<file path="src/rtl/multicycle_controller.sv">
// Control FSM for a multi-cycle RV32I-subset datapath: decodes IR fields, sequences selects and write enables.
// Optional retired-instruction counter (and its CNT_W parameter and port) enabled by defining RETIRE_CNT_EN.
module multicycle_controller #(
  parameter int HALT_ON_ZERO = 1
`ifdef RETIRE_CNT_EN
  ,
  parameter int CNT_W = 32
`endif
) (
  input  logic       clk,
  input  logic       rst,
  input  logic [6:0] OPCode,
  input  logic [2:0] Func3,
  input  logic [6:0] Func7,
  input  logic       Zero,
  input  logic       ALU_msb,
  input  logic       mem_ready,
  output logic       PCWrite,
  output logic       AdrSrc,
  output logic       MemWrite,
  output logic       IRWrite,
  output logic [1:0] ResultSrc,
  output logic [1:0] ALUSrcA,
  output logic [1:0] ALUSrcB,
  output logic [2:0] ALUControl,
  output logic [2:0] ImmSrc,
  output logic       RegWrite,
  output logic       halted,
  output logic       illegal
`ifdef RETIRE_CNT_EN
  ,
  output logic [CNT_W-1:0] retired
`endif
);

  typedef enum logic [3:0] {
    S_FETCH     = 4'd0,
    S_DECODE    = 4'd1,
    S_MEM_ADR   = 4'd2,
    S_MEM_READ  = 4'd3,
    S_MEM_WB    = 4'd4,
    S_MEM_WRITE = 4'd5,
    S_EXEC_R    = 4'd6,
    S_EXEC_I    = 4'd7,
    S_ALU_WB    = 4'd8,
    S_BRANCH    = 4'd9,
    S_JAL       = 4'd10,
    S_JALR_EXEC = 4'd11,
    S_LUI       = 4'd12,
    S_HALT      = 4'd13,
    S_ILLEGAL   = 4'd14
  } state_t;

  localparam logic [6:0] OP_LOAD   = 7'b0000011;
  localparam logic [6:0] OP_STORE  = 7'b0100011;
  localparam logic [6:0] OP_R      = 7'b0110011;
  localparam logic [6:0] OP_I      = 7'b0010011;
  localparam logic [6:0] OP_BRANCH = 7'b1100011;
  localparam logic [6:0] OP_JAL    = 7'b1101111;
  localparam logic [6:0] OP_JALR   = 7'b1100111;
  localparam logic [6:0] OP_LUI    = 7'b0110111;
  localparam logic [6:0] OP_ZERO   = 7'b0000000;

  localparam logic [2:0] ALU_ADD  = 3'd0;
  localparam logic [2:0] ALU_SUB  = 3'd1;
  localparam logic [2:0] ALU_AND  = 3'd2;
  localparam logic [2:0] ALU_OR   = 3'd3;
  localparam logic [2:0] ALU_SLT  = 3'd4;
  localparam logic [2:0] ALU_SLTU = 3'd5;
  localparam logic [2:0] ALU_XOR  = 3'd6;

  localparam logic [2:0] IMM_I = 3'd0;
  localparam logic [2:0] IMM_S = 3'd1;
  localparam logic [2:0] IMM_B = 3'd2;
  localparam logic [2:0] IMM_U = 3'd3;
  localparam logic [2:0] IMM_J = 3'd4;

  state_t state_q, state_d;

  logic [2:0] alu_func;
  logic       func_ok;
  logic       br_taken;
  logic       br_ok;

  // Func3/Func7 decode shared by both execute states; Func7 only matters for R-type.
  always_comb begin
    alu_func = ALU_ADD;
    func_ok  = 1'b1;
    case (Func3)
      3'b000:  alu_func = (state_q == S_EXEC_R && Func7 == 7'b0100000) ? ALU_SUB : ALU_ADD;
      3'b111:  alu_func = ALU_AND;
      3'b110:  alu_func = ALU_OR;
      3'b010:  alu_func = ALU_SLT;
      3'b011:  alu_func = ALU_SLTU;
      3'b100:  alu_func = ALU_XOR;
      default: func_ok  = 1'b0;
    endcase
    if (state_q == S_EXEC_R && Func7 != 7'b0000000 &&
        !(Func7 == 7'b0100000 && Func3 == 3'b000)) begin
      func_ok = 1'b0;
    end
  end

  always_comb begin
    br_taken = 1'b0;
    br_ok    = 1'b1;
    case (Func3)
      3'b000:  br_taken = Zero;
      3'b001:  br_taken = ~Zero;
      3'b100:  br_taken = ALU_msb;
      3'b101:  br_taken = ~ALU_msb;
      default: br_ok    = 1'b0;
    endcase
  end

  always_comb begin
    state_d    = state_q;
    PCWrite    = 1'b0;
    AdrSrc     = 1'b0;
    MemWrite   = 1'b0;
    IRWrite    = 1'b0;
    ResultSrc  = 2'd0;
    ALUSrcA    = 2'd0;
    ALUSrcB    = 2'd0;
    ALUControl = ALU_ADD;
    ImmSrc     = IMM_I;
    RegWrite   = 1'b0;
    case (state_q)
      S_FETCH: begin
        ALUSrcB   = 2'd2;
        ResultSrc = 2'd2;
        PCWrite   = mem_ready;
        IRWrite   = mem_ready;
        if (mem_ready) state_d = S_DECODE;
      end
      S_DECODE: begin
        ALUSrcA = 2'd1;
        ALUSrcB = 2'd1;
        if (OPCode == OP_BRANCH)   ImmSrc = IMM_B;
        else if (OPCode == OP_JAL) ImmSrc = IMM_J;
        case (OPCode)
          OP_LOAD, OP_STORE: state_d = S_MEM_ADR;
          OP_R:              state_d = S_EXEC_R;
          OP_I:              state_d = S_EXEC_I;
          OP_BRANCH:         state_d = S_BRANCH;
          OP_JAL:            state_d = S_JAL;
          OP_JALR:           state_d = S_JALR_EXEC;
          OP_LUI:            state_d = S_LUI;
          OP_ZERO:           state_d = (HALT_ON_ZERO != 0) ? S_HALT : S_ILLEGAL;
          default:           state_d = S_ILLEGAL;
        endcase
      end
      S_MEM_ADR: begin
        ALUSrcA = 2'd2;
        ALUSrcB = 2'd1;
        ImmSrc  = (OPCode == OP_STORE) ? IMM_S : IMM_I;
        state_d = (OPCode == OP_LOAD) ? S_MEM_READ : S_MEM_WRITE;
      end
      S_MEM_READ: begin
        AdrSrc = 1'b1;
        if (mem_ready) state_d = S_MEM_WB;
      end
      S_MEM_WB: begin
        ResultSrc = 2'd1;
        RegWrite  = 1'b1;
        state_d   = S_FETCH;
      end
      S_MEM_WRITE: begin
        AdrSrc   = 1'b1;
        MemWrite = 1'b1;
        if (mem_ready) state_d = S_FETCH;
      end
      S_EXEC_R, S_EXEC_I: begin
        ALUSrcA    = 2'd2;
        ALUSrcB    = (state_q == S_EXEC_I) ? 2'd1 : 2'd0;
        ALUControl = alu_func;
        state_d    = func_ok ? S_ALU_WB : S_ILLEGAL;
      end
      S_ALU_WB: begin
        RegWrite = 1'b1;
        state_d  = S_FETCH;
      end
      S_BRANCH: begin
        ALUSrcA    = 2'd2;
        ALUControl = ALU_SUB;
        PCWrite    = br_ok & br_taken;
        state_d    = br_ok ? S_FETCH : S_ILLEGAL;
      end
      // Shared by jal and jalr: ALUOut holds the target, ALU forms OldPC+4 for the link.
      S_JAL: begin
        ALUSrcA = 2'd1;
        ALUSrcB = 2'd2;
        PCWrite = 1'b1;
        state_d = S_ALU_WB;
      end
      S_JALR_EXEC: begin
        ALUSrcA = 2'd2;
        ALUSrcB = 2'd1;
        state_d = S_JAL;
      end
      S_LUI: begin
        ImmSrc    = IMM_U;
        ResultSrc = 2'd3;
        RegWrite  = 1'b1;
        state_d   = S_FETCH;
      end
      S_HALT:    state_d = S_HALT;
      S_ILLEGAL: state_d = S_ILLEGAL;
      default:   state_d = S_ILLEGAL;
    endcase
  end

  always_ff @(posedge clk or negedge rst) begin
    if (!rst) state_q <= S_FETCH;
    else      state_q <= state_d;
  end

  // Flags are decoded from the terminal states, so they are mutually exclusive and sticky until reset.
  assign halted  = (state_q == S_HALT);
  assign illegal = (state_q == S_ILLEGAL);

`ifdef RETIRE_CNT_EN
  logic [CNT_W-1:0] retired_q, retired_d;

  always_comb begin
    retired_d = retired_q;
    if (state_q != S_FETCH && state_d == S_FETCH) begin
      retired_d = retired_q + {{(CNT_W-1){1'b0}}, 1'b1};
    end
  end

  always_ff @(posedge clk or negedge rst) begin
    if (!rst) retired_q <= '0;
    else      retired_q <= retired_d;
  end

  assign retired = retired_q;
`endif

endmodule

</file>
<file path="config.mk">
export PLATFORM = sky130hd
export DESIGN_NAME = multicycle_controller
export DESIGN_NICKNAME = d
export VERILOG_FILES = /design/src/rtl/multicycle_controller.sv
export SDC_FILE = /design/constraint.sdc
export NUM_CORES = 1
export LEC_CHECK = 0
export ABC_AREA = 1
export CORE_ASPECT_RATIO = 0.9
export CORE_MARGIN = 4
export CORE_UTILIZATION = 38
export CTS_CLUSTER_DIAMETER = 40
export DETAILED_ROUTE_END_ITERATION = 16
export GPL_ROUTABILITY_DRIVEN = 0
export PLACE_DENSITY = 0.8
export SETUP_SLACK_MARGIN = 0.02
export SLEW_MARGIN = 10
export SYNTH_ARGS = -nofsm -noshare
export SYNTH_HDL_FRONTEND = slang
export SYNTH_SLANG_ARGS = --single-unit
</file>
<file path="constraint.sdc">
create_clock -name clk -period 1.4 [get_ports clk]
set_input_delay 0.14 -clock clk [delete_from_list [all_inputs] [get_ports clk]]
set_output_delay 0.14 -clock clk [all_outputs]
set_load 0.01 [all_outputs]
</file>
==> flow_summary.json, run 1 <==
{
  "status": "stopped before the end",
  "lastStage": "clock tree synthesis (4_1_cts)",
  "error": "[ERROR DPL-0038] Utilization greater than 100%, impossible to legalize",
  "die_x_um": 54.9,
  "die_h_um": 50.2,
  "clk_path_buf_depth": 2,
  "rows": 14,
  "cts_setup_buffers": 16,
  "syn_area_um2": 753,
  "placed_area_um2": 1540,
  "ios": 41,
  "ys_warn_count": 0,
  "place_hpwl_mm": 2.92,
  "clkSinkCount": 4,
  "start_util": 0.426,
  "ctsHoldBuffers": 0,
  "synth_cell_types": 21,
  "synthCells": 152,
  "yosysSeqAreaShare": 0.133,
  "port_buffers": 40,
  "yosys_register_bits": 4,
  "synth_area_leader_cell": "nand2_1",
  "htree_levels": 1,
  "ys_top_cells_by_area": "nand2_1, dfrtp_1, nor2_1, inv_1, nand3_1",
  "cts_buffers": 3,
  "root_buffer": "clkbuf_4",
  "syn_nets": 174,
  "cts_resized": 156,
  "dp.cells": 263,
  "synthDominantCellAreaShare": 0.234,
  "avgSynthCellArea_um2": 4.96
}
through the flow:
| stage | TNS (ns) | setup WS (ns) | hold slack (ns) |
|---|---|---|---|
| global placement | -6.55 | -0.536 | 0.349 |
| detailed placement | -8.10 | -0.633 | 0.362 |
| floorplan | 0 | 0.0437 | -0.156 |
cell usage after synthesis, drive strengths merged:
cell	number
inv	29
nor2	31
dfrtp	4
nand4	3
a31oi	1
nand3b	1
a21oi	6
nor3	5
o311ai	1
o22ai	2
o21ai	9
o41ai	1
xnor2	1
nand3	9
o211ai	1
nand2	48
logic make-up after synthesis:
logic type,after synthesis,synth area share
AND/OR/NAND/NOR,97,0.548
buffers and inverters,29,0.145
AO/OA/AOI/OAI,21,0.163
flip-flops,4,0.133
XOR/XNOR,1,0.0116
==> run 2, diff against run 1 <==
==> config.mk (replaced) <==
export PLATFORM = sky130hd
export DESIGN_NAME = multicycle_controller
export DESIGN_NICKNAME = d
export VERILOG_FILES = /design/src/rtl/multicycle_controller.sv
export SDC_FILE = /design/constraint.sdc
export NUM_CORES = 1
export LEC_CHECK = 0
export ABC_AREA = 1
export CORE_AREA = 4 4 65 67
export DETAILED_ROUTE_END_ITERATION = 16
export DIE_AREA = 0 0 69 71
export GPL_ROUTABILITY_DRIVEN = 0
export PLACE_DENSITY_LB_ADDON = 0.15
export SLEW_MARGIN = 10
export SYNTH_ARGS = -nofsm -noshare
export SYNTH_HDL_FRONTEND = slang
export SYNTH_SLANG_ARGS = --single-unit
==> flow_summary.json, run 2 <==
{
  "synth_most_common_cell": "nand2_1",
  "antenna_found_initial": 0,
  "synth_area_leader_cell": "nand2_1",
  "crit_chain": "buf_6 -> nand2_2 -> inv_2 -> buf_4 -> nand3_2 -> o21ai_4 -> nor2_4 -> inv_1 -> o21ai_2 -> nand3_1",
  "yosys_register_bits": 4,
  "final_common_cell": "buf_4",
  "ios": 41,
  "cp_data_required_time_ns": 1.49,
  "yosysSeqAreaShare": 0.133,
  "finalCritPeriodShare": 1.11,
  "cts_buffers": 3,
  "wl_per_cell_um": 11.6,
  "ctsHoldBuffers": 0,
  "worst_pin_slew_ns": 0.277,
  "syn_nets": 174,
  "grt_max_degree": 7,
  "arrival_ns": 1.64,
  "grt.overflow.total": 0,
  "layoutNonFillerInstCount": 308,
  "relSlewSlack": 0.815,
  "fmax_mhz": 644,
  "htree_levels": 1,
  "path_max_fanout": 4,
  "synthXorXnorAreaFrac": 0.0116,
  "final_layout_size_suffix_gt1_frac": 0.596,
  "setup_ws_ns": -0.153,
  "layout.nets": 284,
  "avgSynthCellArea_um2": 4.96,
  "synth_compound_area_frac": 0.163,
  "syn_area_um2": 753,
  "place_ws_ns": -0.624,
  "ant_nets": 0,
  "crit_type": "reg -> reg",
  "remaining_drc_errors": 0,
  "hold_class": "in -> async",
  "ys_top_cells_by_area": "nand2_1, dfrtp_1, nor2_1, inv_1, nand3_1",
  "synth_fa_ha_area_frac": 0,
  "violations": "setup timing",
  "setup.worst_path.start_class": "flop",
  "rows": 22,
  "routed_wl_mm": 3.58,
  "reg_top3": "state_q: 4 flops",
  "clk_path_buf_depth": 2,
  "path_delay_family": "flip-flops",
  "hold_viol": 0,
  "grt_pass1_wl_mm": 5.71,
  "grt_pass1_vias": 1443,
  "vias_per_cell": 4.54,
  "largest_reg_flops": 4,
  "synth_edf_count": 0,
  "grt_use_total": 0.136,
  "synthCells": 152,
  "synth_cell_types": 21,
  "fillers": 386,
  "die_x_um": 69,
  "status": "finished, violations left",
  "antenna_cells": 0,
  "whs_ns": 0.130,
  "crit_buf_inv": 4,
  "coreArea_um2": 3630,
  "drv_cap": 0,
  "clock_latency_ns": 0.22,
  "cts_tree": "yes",
  "synth-simple-area-share": 0.548,
  "fin_worst_skew_ns": 0.000106,
  "clkSinkCount": 4,
  "place_hpwl_mm": 2.60,
  "initialDrtViolationCount": 36,
  "synth_common_cells": "nand2_1, nor2_1, inv_1",
  "root_buffer": "clkbuf_8",
  "port_buffers": 40,
  "dp.cells": 290,
  "vias": 1397,
  "final_cell_mix": "buf_4, nand2_1, buf_6, nand2_2, inv_1",
  "clk_pin_slew_worst_paths_ns": 0.03,
  "power.leakage_uw": 0.00109,
  "cp-end-kind": "flop",
  "setup_viol": 21,
  "crit_slowest_cell": "dfrtp_2",
  "muxShareOfSynthArea": 0,
  "vdd_drop_max_mv": 0.450,
  "regMostFlops": "state_q",
  "synthArstFlopShare": 1.00,
  "fin_crit_ns": 1.55,
  "start_util": 0.207,
  "power_density_nw_per_um2": 1510,
  "placed_area_um2": 1590,
  "synth_top_family_by_area": "simple AND/OR/NAND/NOR gates",
  "ys_warn_count": 0,
  "die_area_um2": 4900,
  "design_area_um2": 1980,
  "slowest_delay_ns": 0.44,
  "slew_violations": 0,
  "rsz0062_at_grt": "true",
  "area_delta_synth_final_pct": 163,
  "first_pass_iters": 4,
  "synth_ff_type": "dfrtp_1",
  "synthDominantCellAreaShare": 0.234,
  "die_h_um": 71
}
==> run 2: cell counts after synthesis <==
Identical to the previous run, type by type.
==> run 2: layer usage <==
metal,wire length [um],GRT usage,part of all wire
met1,1360,0.140,0.38
met3,99,0.0213,0.028
met2,2030,0.270,0.57
met5,0,0,0
met4,91,0.0542,0.025
==> run 2: layout make-up <==
type | instances | area [um^2] | area share
clock buffer | 3 | 41.3 | 0.0208
inverter | 29 | 116 | 0.0587
multi-input combinational | 119 | 744 | 0.375
sequential | 4 | 104 | 0.0524
tap | 48 | 60.1 | 0.0303
timing repair buffer | 105 | 917 | 0.462
==> run 2: final timing paths <==
check                           cells after the start        from    endpoint  slack, ns
worst max-delay path                               10  state_q[0]  state_q[3]      -0.15
worst min-delay path                                1         rst  state_q[1]       0.13
worst max register to register                     10  state_q[0]  state_q[3]      -0.15
worst min register to register                      3  state_q[3]  state_q[3]       0.68
max in group asynchronous                           1         rst  state_q[3]       1.08
min in group clk                                    7   OPCode[2]  state_q[0]       0.60
==> run 2: logic make-up (layout without fill, tap and decap cells) <==
logic type,Yosys count,after routing
xor+xnor,1,1
buf+inv,29,137
flops,4,4
compound gates,21,21
simple gates,97,97
==> run 2: metrics by stage <==
stage / utilization / TNS, ns / total power [uW]
2_1_floorplan: - / 0 / 929
3_3_place_gp: 0.437 / -7.19 / 1980
3_5_place_dp: 0.437 / -7.62 / 1990
4_1_cts: 0.498 / -2.49 / 2590
5_1_grt: 0.546 / -3.24 / 3210
6_report: 0.546 / -2.02 / 3000
==> run 2: timing repair <==
item / 4_1_cts / 5_1_grt
pin swaps: 22 / 24
setup buffers: 12 / 5
setup endpoints to repair: 23 / 23
resized for setup: 129 / 63
==> run 2: power breakdown <==
part | leakage (uW) | switching [uW] | internal, uW
clock network | 0.0000216 | 60.5 | 183
logic | 0.00102 | 1180 | 1320
registers | 0.0000472 | 79.8 | 178
Power figures use the tool's default switching activity.
==> run 3, diff against run 2 <==
--- a/config.mk
+++ b/config.mk
@@ -5,7 +5,6 @@
 export SDC_FILE = /design/constraint.sdc
 export NUM_CORES = 1
 export LEC_CHECK = 0
-export ABC_AREA = 1
 export CORE_AREA = 4 4 65 67
 export DETAILED_ROUTE_END_ITERATION = 16
 export DIE_AREA = 0 0 69 71
==> flow_summary.json, run 3 <==
{
  "port_buffers": 40,
  "vdd_drop_max_mv": 0.533,
  "synth_cell_types": 50,
  "clock_latency_ns": 0.21,
  "yosys_register_bits": 4,
  "setup_ws_ns": -0.291,
  "synth_most_common_cell": "nor2_1",
  "coreArea_um2": 3630,
  "ys_warn_count": 0,
  "synthDominantCellAreaShare": 0.114,
  "arrival_ns": 1.55,
  "first_pass_iters": 4,
  "setup_viol": 18,
  "setup_tns_ns": -2.78,
  "hold_viol": 0,
  "avgSynthCellArea_um2": 6.51,
  "cp-end-kind": "primary output",
  "final_common_cell": "buf_4",
  "grt_use_total": 0.164,
  "hold_class": "in -> async",
  "synthCells": 135,
  "worst_pin_slew_ns": 0.363,
  "largest_reg_flops": 4,
  "regMostFlops": "state_q",
  "fmax_mhz": 591,
  "grt_pass1_wl_mm": 6.84,
  "htree_levels": 1,
  "cts_tree": "yes",
  "start_util": 0.242,
  "cts_buffers": 3,
  "ys_top_cells_by_area": "dfrtp_1, nor2_1, a21oi_1, o21ai_0, nand2_1",
  "ctsHoldBuffers": 0,
  "grt.overflow.total": 0,
  "finalCritPeriodShare": 1.21,
  "vias_per_cell": 5.08,
  "ant_nets": 0,
  "cp_data_required_time_ns": 1.26,
  "initialDrtViolationCount": 30,
  "wl_per_cell_um": 14.6,
  "die_x_um": 69,
  "fillers": 395,
  "die_h_um": 71,
  "path_max_fanout": 3,
  "vias": 1377,
  "clkSinkCount": 4,
  "synthArstFlopShare": 1.00,
  "power.leakage_uw": 0.000879,
  "final_cell_mix": "buf_4, buf_2, nor2_1, buf_6, nand2_1",
  "clk_pin_slew_worst_paths_ns": 0.03,
  "routed_wl_mm": 3.96,
  "rows": 22,
  "antenna_found_initial": 0,
  "rsz0062_at_grt": "true",
  "fin_worst_skew_ns": 0.00108,
  "place_hpwl_mm": 2.99,
  "whs_ns": 0.126,
  "drv_cap": 0,
  "grt_pass1_vias": 1468,
  "antenna_cells": 0,
  "fin_crit_ns": 1.69,
  "power_density_nw_per_um2": 1640,
  "remaining_drc_errors": 0,
  "crit_type": "reg -> out",
  "syn_area_um2": 878,
  "synth_ff_type": "dfrtp_1",
  "reg_top3": "state_q: 4 flops",
  "slew_violations": 0,
  "syn_nets": 157,
  "yosysSeqAreaShare": 0.114,
  "area_delta_synth_final_pct": 115,
  "setup.worst_path.start_class": "flop",
  "layout.nets": 247,
  "relSlewSlack": 0.752,
  "power.total_uw": 3100,
  "synth_common_cells": "nor2_1, a21oi_1, nand2_1",
  "final_layout_size_suffix_gt1_frac": 0.525,
  "die_area_um2": 4900,
  "placed_area_um2": 1640,
  "synth_area_leader_cell": "dfrtp_1",
  "ios": 41,
  "grt_max_degree": 23,
  "synth_edf_count": 0,
  "violations": "setup timing",
  "root_buffer": "clkbuf_8",
  "clk_path_buf_depth": 2,
  "design_area_um2": 1890,
  "status": "finished, violations left"
}
run 3: cell types whose count changed in the layout (fill, tap and decap cells not counted), moves of 4 or more:
| cell | delta |
|---|---|
| a21oi_1 | +4 |
| buf_2 | +4 |
| buf_4 | -5 |
| buf_6 | -11 |
| dlymetal6s2s_1 | -7 |
| inv_1 | -11 |
| inv_2 | -12 |
| nand2_1 | -18 |
| nand2_2 | -17 |
| nand2b_4 | +4 |
| nor2_2 | -6 |
| nor2_4 | -7 |
| nor4_2 | +4 |
run 3: area by class of cell:
type	count	area, um^2	share of cell area
Sequential cell	4	104	0.0550
Tap cell	48	60.1	0.0318
Inverter	4	17.5	0.00928
Timing Repair Buffer	96	798	0.423
Clock buffer	3	41.3	0.0219
Multi-Input combinational cell	116	867	0.459
run 3: where the power goes:
| part | internal (uW) | total (uW) | switching (uW) |
|---|---|---|---|
| combinational | 1410 | 2600 | 1180 |
| clock | 183 | 238 | 54.9 |
| sequential | 179 | 263 | 83.7 |
run 3: timing repair:
item,in CTS,in global routing
cloned,0,1
resized for setup,118,32
setup buffers,7,4
pin swaps,22,10
endpoints found under the setup margin,23,23
run 3: logic make-up after synthesis:
family                 share of synthesized area
XOR/XNOR                                  0.0399
AND/OR/NAND/NOR                            0.443
AO/OA/AOI/OAI                              0.289
multiplexers                              0.0228
flip-flops                                 0.114
buffers and inverters                     0.0911
run 3: layer usage:
layer  vias to the layer above  wire length [um]  GRT usage
met1                       645              1530      0.176
li1                        683                 -          -
met2                        43              2210      0.332
met3                         6               176     0.0213
met5                         -                 0          0
met4                         0                45     0.0456
run 3: worst paths after layout:
| path | slack [ns] | to | from | depth (start not counted) |
|---|---|---|---|---|
| worst max-delay path | -0.29 | PCWrite | state_q[1] | 4 |
| worst min-delay path | 0.13 | state_q[1] | rst | 1 |
| worst max register to register | -0.25 | state_q[1] | state_q[0] | 7 |
| worst min register to register | 0.78 | state_q[3] | state_q[2] | 3 |
| max in group asynchronous | 1.10 | state_q[2] | rst | 1 |
| min in group clk | 0.54 | state_q[3] | Func3[1] | 6 |
run 3: stage by stage:
step / util / worst slack [ns] / cells
global placement: 0.451 / -0.791 / 257
finish: 0.520 / -0.291 / 271
detailed placement: 0.451 / -0.824 / 257
global route: 0.520 / -0.336 / 271
floorplan: - / 0.00402 / 135
CTS: 0.483 / -0.267 / 267
run 3: critical path: stages, from the launching register on:
cell,delay [ns]
dfrtp_2,0.42
nand2b_4,0.17
or4_4,0.51
o31ai_2,0.07
buf_2,0.16
==> run 4, diff against run 3 <==
--- a/config.mk
+++ b/config.mk
@@ -10,6 +10,7 @@
 export DIE_AREA = 0 0 69 71
 export GPL_ROUTABILITY_DRIVEN = 0
 export PLACE_DENSITY_LB_ADDON = 0.15
+export REMOVE_ABC_BUFFERS = 1
 export SLEW_MARGIN = 10
 export SYNTH_ARGS = -nofsm -noshare
 export SYNTH_HDL_FRONTEND = slang
==> constraint.sdc (replaced) <==
create_clock -name clk -period 1.76 [get_ports clk]
set_input_delay 0.176 -clock clk [delete_from_list [all_inputs] [get_ports clk]]
set_output_delay 0.176 -clock clk [all_outputs]
set_load 0.01 [all_outputs]
==> flow_summary.json, run 4 (same netlist as run 3, synthesis figures left out) <==
{
  "status": "complete, no violations",
  "grt_pass1_wl_mm": 5.62,
  "ant_nets": 0,
  "fin_worst_skew_ns": 0.00160,
  "setup.worst_path.start_class": "flop",
  "arrival_ns": 1.57,
  "worstReg2RegStart": "state_q[3]",
  "relSlewSlack": 0.734,
  "final_cell_mix": "buf_4, nor2_1, clkdlybuf4s50_1, dlygate4sd2_1, a21oi_1",
  "layout.nets": 229,
  "slew_violations": 0,
  "die_h_um": 71,
  "cts_buffers": 3,
  "path_max_fanout": 7,
  "initialDrtViolationCount": 40,
  "largest_reg_flops": 4,
  "fillers": 385,
  "rsz0062_at_grt": "true",
  "clkSinkCount": 4,
  "port_buffers": 40,
  "die_x_um": 69,
  "cts_tree": "yes",
  "clock_latency_ns": 0.21,
  "power.leakage_uw": 0.000776,
  "coreArea_um2": 3630,
  "first_pass_iters": 4,
  "cp_data_required_time_ns": 1.58,
  "final_common_cell": "buf_4",
  "clk_path_buf_depth": 2,
  "hold_class": "in -> async",
  "r2r_setup_slack_ns": 0.10,
  "setup_viol": 0,
  "routed_wl_mm": 3.36,
  "hold_viol": 0,
  "reg2reg_depth": 7,
  "wl_per_cell_um": 13.3,
  "grt_use_total": 0.135,
  "clk_pin_slew_worst_paths_ns": 0.03,
  "remaining_drc_errors": 0,
  "fin_crit_ns": 1.75,
  "regMostFlops": "state_q",
  "fmax_mhz": 573,
  "worst_pin_slew_ns": 0.390,
  "vias": 1258,
  "vias_per_cell": 4.97,
  "place_hpwl_mm": 2.70,
  "reg_top3": "state_q: 4 flops",
  "final_layout_size_suffix_gt1_frac": 0.283,
  "cp-end-kind": "primary output",
  "die_area_um2": 4900,
  "start_util": 0.242,
  "power.total_uw": 1870,
  "finalCritPeriodShare": 0.992,
  "rows": 22,
  "ios": 41,
  "htree_levels": 1,
  "grt_max_degree": 23,
  "antenna_cells": 0,
  "power_density_nw_per_um2": 1160,
  "vdd_drop_max_mv": 0.394,
  "area_delta_synth_final_pct": 83.2,
  "grt_pass1_vias": 1252,
  "worstReg2RegEnd": "state_q[1]",
  "crit_type": "reg -> out",
  "drv_cap": 0,
  "ctsHoldBuffers": 0,
  "root_buffer": "clkbuf_8",
  "antenna_found_initial": 0,
  "whs_ns": 0.173,
  "grt.overflow.total": 0
}
-- run 4: area by class of cell --
type                    instances  area (um^2)  area share
clock buffers                   3         41.3      0.0257
multi-input cells             116          727       0.452
flip-flops and latches          4          100      0.0622
repair buffers                 78          666       0.414
well taps                      48         60.1      0.0373
inverters                       4         15.0     0.00933
-- run 4: report_power, final --
| group | total (uW) | internal (uW) | leakage [uW] | switching (uW) |
|---|---|---|---|---|
| Sequential | 170 | 137 | 0.0000506 | 33.4 |
| Combinational | 1510 | 755 | 0.000704 | 759 |
| Clock | 189 | 145 | 0.0000216 | 43.2 |
-- run 4: timing repair --
item                                   in CTS  in global routing
pin swaps                                   4                  6
gates resized for setup                    44                 12
setup endpoints to repair                  19                  9
endpoints found under the hold margin       0                  0
setup buffers                               4                  1
-- run 4: through the flow --
step           cell area [um^2]  utilization  setup slack, ns  setup TNS [ns]  std cells
6_report                   1610        0.443           0.0133               0        253
5_1_grt                    1610        0.443          -0.0721          -0.148        253
4_1_cts                    1600        0.439          -0.0194         -0.0194        252
3_5_place_dp               1520        0.419           -0.521           -2.38        245
3_3_place_gp               1520        0.419           -0.483           -2.17        245
2_1_floorplan               813            -           0.0938               0        124
-- run 4: worst max path at each step --
stage	start	to	depth (start not counted)
finish	state_q[3]	PCWrite	7
global route	state_q[3]	PCWrite	7
CTS	state_q[3]	PCWrite	7
detailed placement	Func3[2]	PCWrite	6
global placement	Func3[2]	PCWrite	6
floorplan	state_q[1]	ImmSrc[2]	3
-- run 4: routing by layer --
layer | routed length [um] | up-vias | GRT usage
met3 | 138 | 4 | 0.0270
met1 | 1390 | 579 | 0.148
met5 | 0 | - | 0
met2 | 1800 | 34 | 0.261
met4 | 30 | 0 | 0.0412
li1 | - | 641 | -
-- run 4: worst max-delay path, cell delays in order, from the launching register on --
cell and delay (ns):
dfrtp_1 0.39, buf_6 0.14, buf_6 0.12, or2b_1 0.23, nor2_1 0.09, a21oi_1 0.05
o31ai_1 0.17, buf_2 0.16
